===== config.mk =====
export PLATFORM = sky130hd
export DESIGN_NAME = execute_divider
export DESIGN_NICKNAME = d
export VERILOG_FILES = /design/src/rtl/alu_pkg.sv /design/src/rtl/execute_divider_div_step.sv /design/src/rtl/execute_divider.sv
export SDC_FILE = /design/constraint.sdc
export NUM_CORES = 1
export LEC_CHECK = 0
export BUFFER_PORTS_ARGS = -buffer_cell sky130_fd_sc_hd__buf_2
export CORE_UTILIZATION = 65
export CTS_CLUSTER_SIZE = 20
export DETAILED_ROUTE_END_ITERATION = 10
export PLACE_DENSITY = 0.87
export REMOVE_ABC_BUFFERS = 1
export SYNTH_ARGS = -nofsm -noshare
export SYNTH_HDL_FRONTEND = slang
export SYNTH_SLANG_ARGS = --single-unit

===== constraint.sdc =====
create_clock -name clk -period 14.21 [get_ports clk]
set_clock_uncertainty 0.05 [all_clocks]
set_input_delay 0.7105 -clock clk [delete_from_list [all_inputs] [get_ports clk]]
set_output_delay 0.7105 -clock clk [all_outputs]
set_load 0.05 [all_outputs]

===== src/rtl/alu_pkg.sv =====
`default_nettype none
// alu_pkg: ALU op codes and divider state shared by the pipeline controller and execute units.
// Rev 1.0
package alu_pkg;

  localparam int ALUCONTROL_WIDTH = 6;
  localparam int ALU_FLAGS_WIDTH  = 4;

  localparam logic [ALUCONTROL_WIDTH-1:0] ALU_UDIV = 6'b101110;
  localparam logic [ALUCONTROL_WIDTH-1:0] ALU_SDIV = 6'b101111;

  typedef enum logic [1:0] {
    DIV_IDLE = 2'd0,
    DIV_RUN  = 2'd1,
    DIV_DONE = 2'd2
  } div_state_t;

endpackage
`default_nettype wire


===== src/rtl/execute_divider_div_step.sv =====
`default_nettype none
// div_step: one combinational restoring-division step on an unsigned {rem, quo} pair.
// Rev 1.0
module div_step #(
  parameter int WIDTH = 32
) (
  input  logic [WIDTH-1:0] rem,
  input  logic [WIDTH-1:0] quo,
  input  logic [WIDTH-1:0] divisor,
  output logic [WIDTH-1:0] rem_next,
  output logic [WIDTH-1:0] quo_next
);

  logic [WIDTH:0] shifted;
  logic [WIDTH:0] trial;

  // rem < divisor always holds, so the trial fits in WIDTH+1 bits with bit WIDTH as its sign.
  always_comb begin
    shifted = {rem, quo[WIDTH-1]};
    trial   = shifted - {1'b0, divisor};
    if (!trial[WIDTH]) begin
      rem_next = trial[WIDTH-1:0];
      quo_next = {quo[WIDTH-2:0], 1'b1};
    end else begin
      rem_next = shifted[WIDTH-1:0];
      quo_next = {quo[WIDTH-2:0], 1'b0};
    end
  end

endmodule
`default_nettype wire


===== src/rtl/execute_divider.sv =====
`default_nettype none
// execute_divider: iterative UDIV/SDIV unit that stalls the pipeline while a division runs.
// Rev 1.0
module execute_divider #(
  parameter int WIDTH            = 32,
  parameter int ALUCONTROL_WIDTH = 6
) (
  input  logic                        clk,
  input  logic                        reset,
  input  logic                        ValidE,
  input  logic [ALUCONTROL_WIDTH-1:0] ALUControlE,
  input  logic [WIDTH-1:0]            SrcAE,
  input  logic [WIDTH-1:0]            SrcBE,
  input  logic                        KillE,
  output logic                        StallDivE,
  output logic                        DivDoneE,
  output logic [WIDTH-1:0]            QuotientE,
  output logic [WIDTH-1:0]            RemainderE,
  output logic                        DivByZeroE
);

  import alu_pkg::*;

  localparam int CW = $clog2(WIDTH);
  localparam logic [CW-1:0] C_LAST = CW'(WIDTH - 1);

  div_state_t       state_q, state_d;
  logic [CW-1:0]    count_q, count_d;
  logic [WIDTH-1:0] rem_q, rem_d;
  logic [WIDTH-1:0] quo_q, quo_d;
  logic [WIDTH-1:0] dvsr_q, dvsr_d;
  logic             signed_q, signed_d;
  logic             sign_a_q, sign_a_d;
  logic             sign_b_q, sign_b_d;
  logic [WIDTH-1:0] quotient_q, quotient_d;
  logic [WIDTH-1:0] remainder_q, remainder_d;
  logic             dbz_q, dbz_d;

  logic             w_is_udiv, w_is_sdiv, w_start, w_div_zero;
  logic [WIDTH-1:0] w_abs_a, w_abs_b;
  logic [WIDTH-1:0] w_step_rem, w_step_quo;
  logic [WIDTH-1:0] w_fix_q, w_fix_r;

  assign w_is_udiv  = (ALUControlE == ALUCONTROL_WIDTH'(ALU_UDIV));
  assign w_is_sdiv  = (ALUControlE == ALUCONTROL_WIDTH'(ALU_SDIV));
  assign w_start    = ValidE & (w_is_udiv | w_is_sdiv) & ~KillE;
  assign w_div_zero = (SrcBE == '0);
  assign w_abs_a    = (w_is_sdiv & SrcAE[WIDTH-1]) ? -SrcAE : SrcAE;
  assign w_abs_b    = (w_is_sdiv & SrcBE[WIDTH-1]) ? -SrcBE : SrcBE;

  div_step #(.WIDTH(WIDTH)) u_div_step (
    .rem      (rem_q),
    .quo      (quo_q),
    .divisor  (dvsr_q),
    .rem_next (w_step_rem),
    .quo_next (w_step_quo)
  );

  // Fix-up works on the final step's output so results land on the edge entering DONE.
  assign w_fix_q = (signed_q & (sign_a_q ^ sign_b_q)) ? -w_step_quo : w_step_quo;
  assign w_fix_r = (signed_q & sign_a_q) ? -w_step_rem : w_step_rem;

  always_ff @(posedge clk or negedge reset) begin
    if (!reset) begin
      state_q     <= DIV_IDLE;
      count_q     <= '0;
      rem_q       <= '0;
      quo_q       <= '0;
      dvsr_q      <= '0;
      signed_q    <= 1'b0;
      sign_a_q    <= 1'b0;
      sign_b_q    <= 1'b0;
      quotient_q  <= '0;
      remainder_q <= '0;
      dbz_q       <= 1'b0;
    end else begin
      state_q     <= state_d;
      count_q     <= count_d;
      rem_q       <= rem_d;
      quo_q       <= quo_d;
      dvsr_q      <= dvsr_d;
      signed_q    <= signed_d;
      sign_a_q    <= sign_a_d;
      sign_b_q    <= sign_b_d;
      quotient_q  <= quotient_d;
      remainder_q <= remainder_d;
      dbz_q       <= dbz_d;
    end
  end

  always_comb begin
    state_d = state_q;
    unique case (state_q)
      DIV_IDLE, DIV_DONE: begin
        if (w_start) state_d = w_div_zero ? DIV_DONE : DIV_RUN;
        else         state_d = DIV_IDLE;
      end
      DIV_RUN: begin
        if (KillE)                  state_d = DIV_IDLE;
        else if (count_q == C_LAST) state_d = DIV_DONE;
      end
      default: state_d = DIV_IDLE;
    endcase
  end

  always_comb begin
    count_d     = count_q;
    rem_d       = rem_q;
    quo_d       = quo_q;
    dvsr_d      = dvsr_q;
    signed_d    = signed_q;
    sign_a_d    = sign_a_q;
    sign_b_d    = sign_b_q;
    quotient_d  = quotient_q;
    remainder_d = remainder_q;
    dbz_d       = dbz_q;
    if (state_q != DIV_RUN) begin
      if (w_start) begin
        count_d  = '0;
        rem_d    = '0;
        quo_d    = w_abs_a;
        dvsr_d   = w_abs_b;
        signed_d = w_is_sdiv;
        sign_a_d = SrcAE[WIDTH-1];
        sign_b_d = SrcBE[WIDTH-1];
        if (w_div_zero) begin
          quotient_d  = '0;
          remainder_d = SrcAE;
          dbz_d       = 1'b1;
        end
      end
    end else if (!KillE) begin
      count_d = count_q + CW'(1);
      rem_d   = w_step_rem;
      quo_d   = w_step_quo;
      if (count_q == C_LAST) begin
        quotient_d  = w_fix_q;
        remainder_d = w_fix_r;
        dbz_d       = 1'b0;
      end
    end
  end

  always_comb begin
    DivDoneE   = (state_q == DIV_DONE);
    StallDivE  = ((state_q == DIV_IDLE) & w_start) | (state_q == DIV_RUN);
    QuotientE  = quotient_q;
    RemainderE = remainder_q;
    DivByZeroE = dbz_q;
  end

endmodule
`default_nettype wire


==> results by group, run 1 <==
Status
  • Outcome: complete, no violations

Timing
  • Worst-margin pin slew: 1180 ps
  • Fmax: 185 MHz
  • Setup_tns: 0 ps
  • Fin. max-slew vios: 0
  • Final hold vios: 0
  • Minimum clock period: 5420 ps
  • Fin crit share: 38.1%
  • Endpoints failing setup: 0
  • Slew HR: 21.3%
  • RSZ-0062 raised after global routing: no

CTS
  • PostCTS Resize Cnt: 0
  • Clock sink count: 171
  • Setup bufs post-CTS: 0
  • CTS root buf: clkbuf_16
  • TritonCTS clock tree: yes
  • CTS Buffer Depth: 2
  • TritonCTS buffer count: 17
  • Hold_buf cts: 0
  • H-tree Lvls: 4
  • Clock Latency Late Sink: 440 ps
  • Clock Pin Slew Worst Setup and Hold Paths: 70 ps

Synth
  • Most used DFF post-synth: dfrtp_1
  • Warnings, synthesis: 0
  • Seq cells post-synth: 171
  • Commonest cells post-synth: nand2_1 (197), dfrtp_1 (171), o21ai_0 (171)
  • Synth area leader: dfrtp_1
  • Library cells used by synthesis: 84
  • Most frequent cell after synthesis: nand2_1
  • Post-synthesis sequential area ratio: 34.8%
  • Cells after Synth: 1524
  • Area contributors post-synth: dfrtp_1 (35%), o21ai_0 (7.0%), nand2_1 (6.0%)
  • Ys async rst share: 100%
  • Share of Yosys cell area claimed by the top area cell type: 34.8%
  • Synth Area per Inst: 8.06 um2
  • Synthesized area: 12300 um2
  • Post-synth EDFFs: 0

Pwr
  • Clock share of power: 32.7%
  • Reg power frac: 38.7%
  • Power per cell area: 110 nW/um2
  • Static Leak: 6.08 nW
  • Comb pwr share: 28.6%
  • Internal Power: 0.000957 W
  • Sw Share: 35.9%
  • Net Switching: 0.000537 W
  • Worst VDD drop: 93.1 uV

Global routing
  • Vias in the first global route: 11100
  • Pin count of the biggest net entering global routing: 99
  • Initial antenna violation count: 0
  • Overflow after GRT: 0
  • Aggregate global-route resource usage: 34.6%
  • First-pass GRT wire length: 53.9 mm

Cells and area
  • ANT cells: 0
  • Final Cell Area: 13600 um2
  • Multi-input logic area: 7450 um2
  • Post-layout net count: 1720
  • FF+latch area: 4280 um2
  • Layout Area Growth over Synthesis: 10.8%
  • Filler Cells Inserted: 1420
  • Share of cells above drive strength 1: 13.7%

Drt
  • Remaining DRCs: 0
  • DR vias: 11800
  • Final ANT Viol Nets: 0
  • Final WL: 33.1 mm
  • DR iter-0 viols: 1097
  • Vias per cell: 6.39
  • WL/cell: 17.9 um
  • Drt first pass iters: 6

Placed design
  • Dpl cell area: 13000 um2
  • GPL Wtd Cong: 0.945
  • I/O Buffers: 140
  • Post-DP HPWL: 24.1 mm

Setup path
  • Critical path class: flip-flop to flip-flop
  • Nature of the critical path startpoint: flip-flop
  • Worst Path Buf+Inv: 3
  • Slowest cell delay on critical path: 620 ps
  • Worst-path maximum fanout: 44
  • CP Cell Sequence: inv_1, ha_1, inv_1, fa_1, a211oi_2, o211ai_2, nand3_1, a211oi_1, nor4_2, nor2_4, inv_2, ha_1, nand3_1, or4_1, nor2_1, nand2_1, o31ai_1, xor2_1, o31ai_1
  • Crit path required time: 14500 ps
  • Critical Path Sink Type: flip-flop
  • Critical-path top delay cell: inv_2
  • Delay-heaviest family, CP: simple AND/OR/NAND/NOR gates
  • CP Data Arrival Time: 5710 ps

Floorplan
  • Core Rows: 49
  • Die area: 19400 um2
  • Die Width: 139 um
  • # IOs: 141
  • Initial core utilization: 67.2%
  • Core area: 18300 um2
  • Die extent in y: 139 um

Min path
  • Worst hold path type: primary input to asynchronous set/reset pin

Flow run
  • Max Cap Viol: 0
final timing paths:
path / cells after the start / end / slack (ps) / from
worst max-delay path: 19 / QuotientE[28] / 8790 / quo_q[31]
worst min-delay path: 1 / QuotientE[1] / 310 / reset
worst max register to register: 19 / QuotientE[28] / 8790 / quo_q[31]
worst min register to register: 2 / QuotientE[18] / 420 / QuotientE[18]
max in group asynchronous: 2 / state_q[0] / 12290 / reset
min in group clk: 2 / QuotientE[18] / 420 / QuotientE[18]
worst register-to-register path: stages, from the launching register on:
cell and delay (ps):
dfrtp_1 410, inv_1 90, ha_1 170, inv_1 50, fa_1 430, a211oi_2 370
o211ai_2 190, nand3_1 190, a211oi_1 130, nor4_2 470, nor2_4 50, inv_2 620
ha_1 380, nand3_1 190, or4_1 570, nor2_1 240, nand2_1 140, o31ai_1 270
xor2_1 100, o31ai_1 210
state kept, by name, summed over array words and instances (netlist names):
signal and cells:
count_q 5, rem_q 32, RemainderE 32, sign_a_q 1, signed_q 1, quo_q 32
dvsr_q 32, sign_b_q 1, DivByZeroE 1, state_q 2, QuotientE 32
kinds of logic after synthesis:
group,synth area share [%]
AO/OA/AOI/OAI,24.6
XOR/XNOR,9.84
adder cells (fa/ha/maj),4.03
buffers and inverters,4.76
flip-flops,34.8
multiplexers,2.03
AND/OR/NAND/NOR,19.9
stage by stage:
| step | hold slack [ps] | util (%) | std cells | power [W] | setup WS (ps) |
|---|---|---|---|---|---|
| 6_report | 309 | 74.5 | 1849 | 0.00149 | 8790 |
| 5_1_grt | 399 | 74.5 | 1849 | 0.00156 | 8370 |
| 4_1_cts | 348 | 74.5 | 1849 | 0.00149 | 8840 |
| 3_5_place_dp | 412 | 71.1 | 1817 | 0.000998 | 8890 |
| 3_3_place_gp | 406 | 71.1 | 1817 | 0.000980 | 9110 |
| 2_1_floorplan | 365 | - | 1439 | 0.000875 | 8740 |
power by group through the flow:
| stage | Clock (W) | Combinational, W | Sequential [W] |
|---|---|---|---|
| 2_1_floorplan | 0 | 0.000304 | 0.000570 |
| 3_3_place_gp | 0 | 0.000400 | 0.000580 |
| 3_5_place_dp | 0 | 0.000414 | 0.000584 |
| 4_1_cts | 0.000490 | 0.000420 | 0.000576 |
| 5_1_grt | 0.000510 | 0.000471 | 0.000583 |
| 6_report | 0.000488 | 0.000428 | 0.000578 |
metal layers:
layer  up-vias  track usage (%)  share of wire (%)
li1       5636                -                  -
met1      5502             45.9                 42
met2       579             56.7                 47
met3       103             4.65                7.7
met4         0             15.7                3.3
met5         -                0                  0
cell usage in the layout, fill, tap and decap left out, types with 9 or more instances in the layout:
| master | Yosys | final |
|---|---|---|
| a31oi_1 | 18 | 18 |
| a211oi_1 | 11 | 11 |
| dfrtp_1 | 171 | 171 |
| buf_4 | 1 | 9 |
| xnor2_1 | 58 | 58 |
| nand3_1 | 54 | 54 |
| clkbuf_16 | 0 | 17 |
| a21o_1 | 16 | 16 |
| nor4_1 | 14 | 14 |
| o21ai_0 | 171 | 171 |
| a22oi_1 | 24 | 24 |
| o211ai_1 | 10 | 10 |
| and3_1 | 10 | 10 |
| inv_1 | 53 | 53 |
| or3_1 | 24 | 24 |
| a21oi_1 | 125 | 125 |
| nand2_1 | 197 | 195 |
| mux2i_1 | 19 | 19 |
| ha_1 | 38 | 38 |
| nor2_1 | 106 | 105 |
| o21ai_1 | 28 | 28 |
| nor3_1 | 39 | 39 |
| o31ai_1 | 39 | 39 |
| buf_2 | 21 | 139 |
| nand2b_1 | 11 | 10 |
| xor2_1 | 80 | 80 |
area by class of cell:
type	instances	area share (%)
clock inverters	14	1.31
repair buffers	149	5.69
inverters	54	1.49
flip-flops and latches	171	31.4
clock buffers	18	3.23
multi-input cells	1214	54.7
well taps	229	2.10
(Power assumes the default switching activity.)
==> run 2: changes to the inputs <==
--- a/config.mk
+++ b/config.mk
@@ -6,10 +6,10 @@
 export NUM_CORES = 1
 export LEC_CHECK = 0
 export BUFFER_PORTS_ARGS = -buffer_cell sky130_fd_sc_hd__buf_2
-export CORE_UTILIZATION = 65
+export CORE_UTILIZATION = 60
 export CTS_CLUSTER_SIZE = 20
 export DETAILED_ROUTE_END_ITERATION = 10
-export PLACE_DENSITY = 0.87
+export PLACE_DENSITY = 0.82
 export REMOVE_ABC_BUFFERS = 1
 export SYNTH_ARGS = -nofsm -noshare
 export SYNTH_HDL_FRONTEND = slang
==> constraint.sdc (replaced) <==
create_clock -name clk -period 5.05 [get_ports clk]
set_clock_uncertainty 0.05 [all_clocks]
set_input_delay 0.2525 -clock clk [delete_from_list [all_inputs] [get_ports clk]]
set_output_delay 0.2525 -clock clk [all_outputs]
set_load 0.05 [all_outputs]
==> run 2 against run 1 <==
Against the previous run: cell count up 2.4%; worst hold slack worse by 290 ps; critical path depth rose by 1; utilization shrank 5.2 points; setup slack lost 8400 ps; sequential share of layout area fell by 0.22 points; clock power increased to 2.7 times the previous value; die area is 8.2% higher.
==> results by group, run 2 (same netlist as run 1, synthesis figures left out) <==
Status
  • Outcome: complete, no violations

Global routing
  • Aggregate global-route resource usage: 31.2% (-3.5 points)
  • First-pass GRT wire length: 53.0 mm (-1.8%)
  • GR Util met2: 50.4% (-6.3 points)
  • Initial antenna violation count: 0 (unchanged)
  • M1 GR Usage: 43.1% (-2.8 points)
  • Pin count of the biggest net entering global routing: 69 (-30%)
  • GR Util met3: 4.31% (-0.34 points)
  • Vias in the first global route: 10600 (-4.2%)
  • Overflow after GRT: 0 (unchanged)
  • Most utilized layer in the global route result: met2

Setup path
  • Critical path class: flip-flop to flip-flop
  • R2R Setup Slk: 380 ps (-8410 ps)
  • Worst reg2reg path endpoint: QuotientE[28]
  • Critical Path Sink Type: flip-flop
  • Nature of the critical path startpoint: flip-flop
  • Crit path required time: 5340 ps (-9160 ps)
  • Worst r2r src: quo_q[31]
  • CP Data Arrival Time: 4960 ps (-750 ps)
  • Worst-path maximum fanout: 14 (-68%)
  • CP Cell Sequence: inv_1, ha_1, inv_1, fa_1, a211oi_4, o211ai_2, nand3_1, a211oi_1, nor4_2, buf_4, nor2_4, clkinv_2, ha_1, nand3_1, or4_1, nor2_1, nand2_1, o31ai_1, xor2_1, o31ai_1
  • Worst reg2reg path depth: 20 (+1)
  • Critical-path top delay cell: or4_1
  • Slowest cell delay on critical path: 570 ps (-50 ps)
  • Worst Setup SP: quo_q[31]

CTS
  • Clock sink count: 171 (unchanged)
  • Setup bufs post-CTS: 0 (unchanged)
  • H-tree Lvls: 4 (unchanged)
  • Clock Pin Slew Worst Setup and Hold Paths: 70 ps (about the same)
  • CTS Buffer Depth: 2 (unchanged)
  • Clock Latency Late Sink: 440 ps (about the same)
  • TritonCTS clock tree: yes
  • TritonCTS buffer count: 17 (unchanged)
  • CTS root buf: clkbuf_16

Timing
  • Fmax: 214 MHz (+16%)
  • Endpoints failing setup: 0 (unchanged)
  • Fin crit share: 92.5% (+54 points)
  • Minimum clock period: 4670 ps (-746 ps)
  • Final worst setup slack: 378 ps (-8410 ps)
  • Slew HR: 22.4% (+1.1 points)
  • RSZ-0062 raised after global routing: no
  • Fin. max-slew vios: 0 (unchanged)
  • Final hold vios: 0 (unchanged)
  • Worst-margin pin slew: 1160 ps (-16.8 ps)
  • Setup_tns: 0 ps (unchanged)

Floorplan
  • Core area: 19800 um2 (+8.3%)
  • Initial core utilization: 62.1% (-5.1 points)
  • Die area: 21000 um2 (+8.2%)
  • Die extent in y: 145 um (+4.0%)
  • # IOs: 141 (unchanged)
  • Core Rows: 51 (+4.1%)
  • Die Width: 145 um (+4.0%)

Drt
  • Vias per cell: 6.06 (-5.1%)
  • DR iter-0 viols: 816 (-26%)
  • Final WL: 32.1 mm (-3.0%)
  • Remaining DRCs: 0 (unchanged)
  • Final ANT Viol Nets: 0 (unchanged)
  • Drt first pass iters: 5 (-1)
  • WL/cell: 17.0 um (-5.3%)
  • DR vias: 11500 (-2.8%)

Cells and area
  • Finished Layout Cells: 1894 (+2.4%)
  • Post-layout net count: 1729 (+0.52%)
  • Share of cells above drive strength 1: 14.1% (+0.42 points)
  • Commonest non-fill, non-tap cell in the layout: nand2_1
  • ANT cells: 0 (unchanged)
  • Layout Area Growth over Synthesis: 11.6%
  • Commonest non-fill, non-tap cells in the layout: nand2_1 (195), dfrtp_1 (171), o21ai_0 (171)

Placed design
  • GPL Wtd Cong: 0.915 (-3.3%)
  • Placed instance count: 1861 (+2.4%)
  • I/O Buffers: 140 (unchanged)
  • Pre-CTS setup slack: 370 ps (-8520 ps)
  • Post-DP HPWL: 24.4 mm (+1.3%)

Min path
  • Hold-critical path endpoint: sign_a_q
  • Hold Crit Start: SrcAE[31]
  • Worst Hold Depth: 3
  • Worst hold path type: primary input to flip-flop

Flow run
  • Max Cap Viol: 0 (unchanged)

Pwr
  • Static Leak: 6.10 nW (+0.40%)
  • Worst VDD drop: 229 uV (+150%)
  • Power per cell area: 302 nW/um2 (+180%)
-- run 2: cell types whose count changed in the layout (fill, tap and decap cells not counted) --
cell / delta
a211oi_2: -1
a211oi_4: +1
buf_4: +8
bufinv_16: -1
clkinv_2: +1
clkinv_4: -2
clkinvlp_4: +2
dlygate4sd3_1: +1
inv_2: -1
inv_6: +2
inv_8: -1
-- run 2: cell type report --
class	instances	area [um2]
clock buffer	18	439
clock inverter	14	153
fill	1636	6070
inverter	54	204
multi-input combinational	1214	7460
sequential	171	4280
tap	265	332
timing repair buffer	158	845
-- run 2: metrics by stage --
step / area, um2 / utilization, % / hold WS (ps) / total power [W]
after floorplan: 11900 / - / -93.1 / 0.00246
after global placement: 13100 / 66.2 / 156 / 0.00277
after detailed placement: 13100 / 66.2 / 161 / 0.00280
after CTS: 13700 / 69.3 / 17.8 / 0.00412
after global routing: 13700 / 69.3 / 31.5 / 0.00437
final: 13700 / 69.3 / 23.6 / 0.00414
-- run 2: how the worst max path moves through the flow --
stage               depth (start not counted)  slack (ps)             end
floorplan                                  18        -420  RemainderE[30]
global placement                           20         500   QuotientE[28]
detailed placement                         20         370   QuotientE[28]
CTS                                        20         340   QuotientE[28]
global route                               20          50   QuotientE[28]
finish                                     20         380   QuotientE[28]
-- run 2: metal layers --
| metal | up-vias | wire length (um) |
|---|---|---|
| met2 | 455 | 15000 |
| met1 | 5306 | 14300 |
| met5 | - | 0 |
| li1 | 5664 | - |
| met4 | 0 | 686 |
| met3 | 61 | 2130 |
-- run 2: critical path: cells and delay by family, from the launching register on --
family                     cells  cell delay, ps
DFF                            1             410
adders and majority gates      3             900
buffers and inverters          4             520
AOI/OAI and AO/OA              5            1110
xor gates and xnor gates       1             100
and+or+nand+nor                7            1470
-- run 2: power by group --
part           total, W  leakage (nW)  internal, W  switching [W]
registers       0.00162          2.32      0.00148       0.000137
logic           0.00120          3.50     0.000453       0.000749
clock network   0.00132         0.282     0.000713       0.000609
-- run 2: repair_timing --
item / 4_1_cts / 5_1_grt
hold endpoints to repair: 46 / 0
setup endpoints to repair: 0 / 1
gates resized for setup: 0 / 2
hold buffers: 1 / 0
==> run 3: changes to the inputs <==
--- a/config.mk
+++ b/config.mk
@@ -6,10 +6,11 @@
 export NUM_CORES = 1
 export LEC_CHECK = 0
 export BUFFER_PORTS_ARGS = -buffer_cell sky130_fd_sc_hd__buf_2
-export CORE_UTILIZATION = 60
-export CTS_CLUSTER_SIZE = 20
+export CORE_UTILIZATION = 61
+export CTS_BUF_LIST = sky130_fd_sc_hd__clkbuf_2
+export CTS_CLUSTER_SIZE = 10
 export DETAILED_ROUTE_END_ITERATION = 10
-export PLACE_DENSITY = 0.82
+export PLACE_DENSITY = 0.83
 export REMOVE_ABC_BUFFERS = 1
 export SYNTH_ARGS = -nofsm -noshare
 export SYNTH_HDL_FRONTEND = slang
==> run 3 against run 2 <==
Against the previous run: sequential share of layout area fell by 1.3 points; largest cell class unchanged; worst hold slack improved by 190 ps; flip-flop and latch count did not move; combinational power rose by 6%; fmax fell by 1.2%; highest routed layer unchanged.
==> results by group, run 3 (same netlist as run 1, synthesis figures left out) <==
Timing
  • Final hold vios: 0 (unchanged)
  • Fin. max-slew vios: 0 (unchanged)
  • Fin crit share: 93.7% (+1.1 points)
  • Slew HR: 18.2% (-4.2 points)
  • Minimum clock period: 4730 ps (+57.2 ps)
  • RSZ-0062 raised after global routing: no
  • Worst-margin pin slew: 1230 ps (+63.1 ps)
  • Fmax: 211 MHz (-1.2%)
  • Setup_tns: 0 ps (unchanged)
  • Endpoints failing setup: 0 (unchanged)
  • Hold slack: 212 ps (+188 ps)

Placed design
  • I/O Buffers: 140 (unchanged)
  • Placed instance count: 1861 (unchanged)
  • GPL Wtd Cong: 0.938 (+2.5%)
  • Post-DP HPWL: 24.5 mm (+0.59%)

Floorplan
  • Die area: 20700 um2 (-1.6%)
  • Core area: 19600 um2 (-0.97%)
  • Die Width: 144 um (-0.81%)
  • Die extent in y: 144 um (-0.81%)
  • # IOs: 141 (unchanged)
  • Core Rows: 51 (unchanged)
  • Initial core utilization: 62.7% (+0.61 points)

Global routing
  • Pin count of the biggest net entering global routing: 70 (+1.4%)
  • Initial antenna violation count: 1 (+1)
  • Overflow after GRT: 0 (unchanged)
  • Aggregate global-route resource usage: 34.8% (+3.6 points)
  • Vias in the first global route: 11600 (+9.6%)
  • First-pass GRT wire length: 56.4 mm (+6.4%)

Setup path
  • CP Capture Point: QuotientE[28]
  • Worst reg2reg path endpoint: QuotientE[28]
  • Nature of the critical path startpoint: flip-flop
  • Slowest cell delay on critical path: 560 ps (about the same)
  • R2R Setup Slk: 320 ps (-60 ps)
  • Critical-path top delay cell: or4_1
  • CP Data Arrival Time: 5410 ps (+450 ps)
  • Worst Path Buf+Inv: 4 (unchanged)
  • Worst r2r src: quo_q[31]
  • Delay-heaviest family, CP: simple AND/OR/NAND/NOR gates
  • Critical path class: flip-flop to flip-flop
  • Crit path required time: 5730 ps (+390 ps)
  • Worst reg2reg path depth: 20 (unchanged)
  • WP depth: 20 (unchanged)
  • CP Cell Sequence: inv_1, ha_1, inv_1, fa_1, a211oi_4, o211ai_2, nand3_1, a211oi_1, nor4_2, buf_4, nor2_4, inv_2, ha_2, nand3_1, or4_1, nor2_1, nand2_1, o31ai_1, xor2_1, o31ai_1
  • Worst-path maximum fanout: 14 (unchanged)
  • Critical Path Sink Type: flip-flop
  • Worst Setup SP: quo_q[31]

Cells and area
  • Post-layout net count: 1825 (+5.6%)
  • Commonest non-fill, non-tap cell in the layout: nand2_1
  • Layout Area Growth over Synthesis: 16.5%
  • Commonest non-fill, non-tap cells in the layout: nand2_1 (195), dfrtp_1 (171), o21ai_0 (171)
  • Filler Cells Inserted: 1525 (-6.8%)
  • Finished Layout Cells: 1991 (+5.1%)
  • Share of cells above drive strength 1: 13.3% (-0.78 points)

Drt
  • DR vias: 12200 (+6.1%)
  • Final ANT Viol Nets: 0 (unchanged)
  • Drt first pass iters: 6 (+1)
  • Remaining DRCs: 0 (unchanged)
  • DR iter-0 viols: 1048 (+28%)
  • Final WL: 35.0 mm (+8.9%)
  • Vias per cell: 6.12 (+0.93%)
  • WL/cell: 17.6 um (+3.6%)

Pwr
  • Power per cell area: 251 nW/um2 (-17%)
  • Worst VDD drop: 128 uV (-44%)
  • Static Leak: 6.34 nW (+3.9%)

CTS
  • CTS root buf: clkbuf_2
  • Setup bufs post-CTS: 0 (unchanged)
  • H-tree Lvls: 4 (unchanged)
  • TritonCTS buffer count: 17 (unchanged)
  • Clock Pin Slew Worst Setup and Hold Paths: 270 ps (+200 ps)
  • Clock sink count: 171 (unchanged)
  • Clock Latency Late Sink: 790 ps (+350 ps)
  • CTS Buffer Depth: 2 (unchanged)
  • TritonCTS clock tree: yes

Min path
  • Worst hold path type: primary input to flip-flop

Flow run
  • Max Cap Viol: 0 (unchanged)

Status
  • Outcome: complete, no violations
-- run 3: cell count changes in the layout (fill, tap and decap cells not counted), sizes merged --
cell	before	now
bufinv	1	0
clkbuf	18	17
dlygate4sd3	1	97
clkinvlp	3	5
clkinv	3	2
diode	0	2
-- run 3: per-layer routing --
metal | vias up | track usage, % | routed length, um
li1 | 5844 | - | -
met1 | 5689 | 44.2 | 14700
met2 | 553 | 58.8 | 16800
met3 | 101 | 4.83 | 2330
met4 | 0 | 15.3 | 1220
met5 | - | 0 | 0
-- run 3: how the worst min path moves through the flow --
stage | slack [ps] | cells after the start | startpoint | to
global placement | 290 | 1 | reset | quo_q[6]
detailed placement | 300 | 1 | reset | QuotientE[5]
CTS | 160 | 5 | ValidE | state_q[1]
finish | 210 | 5 | ValidE | state_q[1]
global route | 200 | 4 | ALUControlE[1] | signed_q
floorplan | -90 | 0 | reset | DivByZeroE
-- run 3: cell type report --
class	instances	area, um2	area share, %
timing repair buffer	254	1810	12.6
inverter	54	203	1.42
multi-input combinational	1214	7470	52.2
clock buffer	17	85.1	0.594
tap	265	332	2.32
sequential	171	4280	29.9
clock inverter	14	131	0.918
antenna	2	5.00	0.0350
-- run 3: worst register-to-register path: stages, from the launching register on --
cell and delay (ps):
dfrtp_1 470, inv_1 90, ha_1 180, inv_1 60, fa_1 460, a211oi_4 330
o211ai_2 160, nand3_1 200, a211oi_1 140, nor4_2 140, buf_4 190, nor2_4 40
inv_2 230, ha_2 290, nand3_1 140, or4_1 560, nor2_1 240, nand2_1 130
o31ai_1 270, xor2_1 110, o31ai_1 200
-- run 3: stage by stage --
stage / setup WS, ps / power (W) / area (um2) / utilization, %
2_1_floorplan: -421 / 0.00246 / 11900 / -
3_3_place_gp: 557 / 0.00278 / 13100 / 66.9
3_5_place_dp: 346 / 0.00281 / 13100 / 66.9
4_1_cts: 301 / 0.00355 / 14300 / 72.9
5_1_grt: 28.0 / 0.00380 / 14300 / 73.1
6_report: 320 / 0.00359 / 14300 / 73.1
-- run 3: power by group --
part	total, W	internal, W	leakage (nW)	switching, W
Combinational	0.00127	0.000505	3.91	0.000769
Sequential	0.00162	0.00148	2.32	0.000135
Clock	0.000694	0.000147	0.119	0.000547
-- run 3: timing repair --
item	CTS	global route
endpoints found under the hold margin	187	0
setup endpoints to repair	0	1
gates resized for setup	0	3
hold buffers	97	0
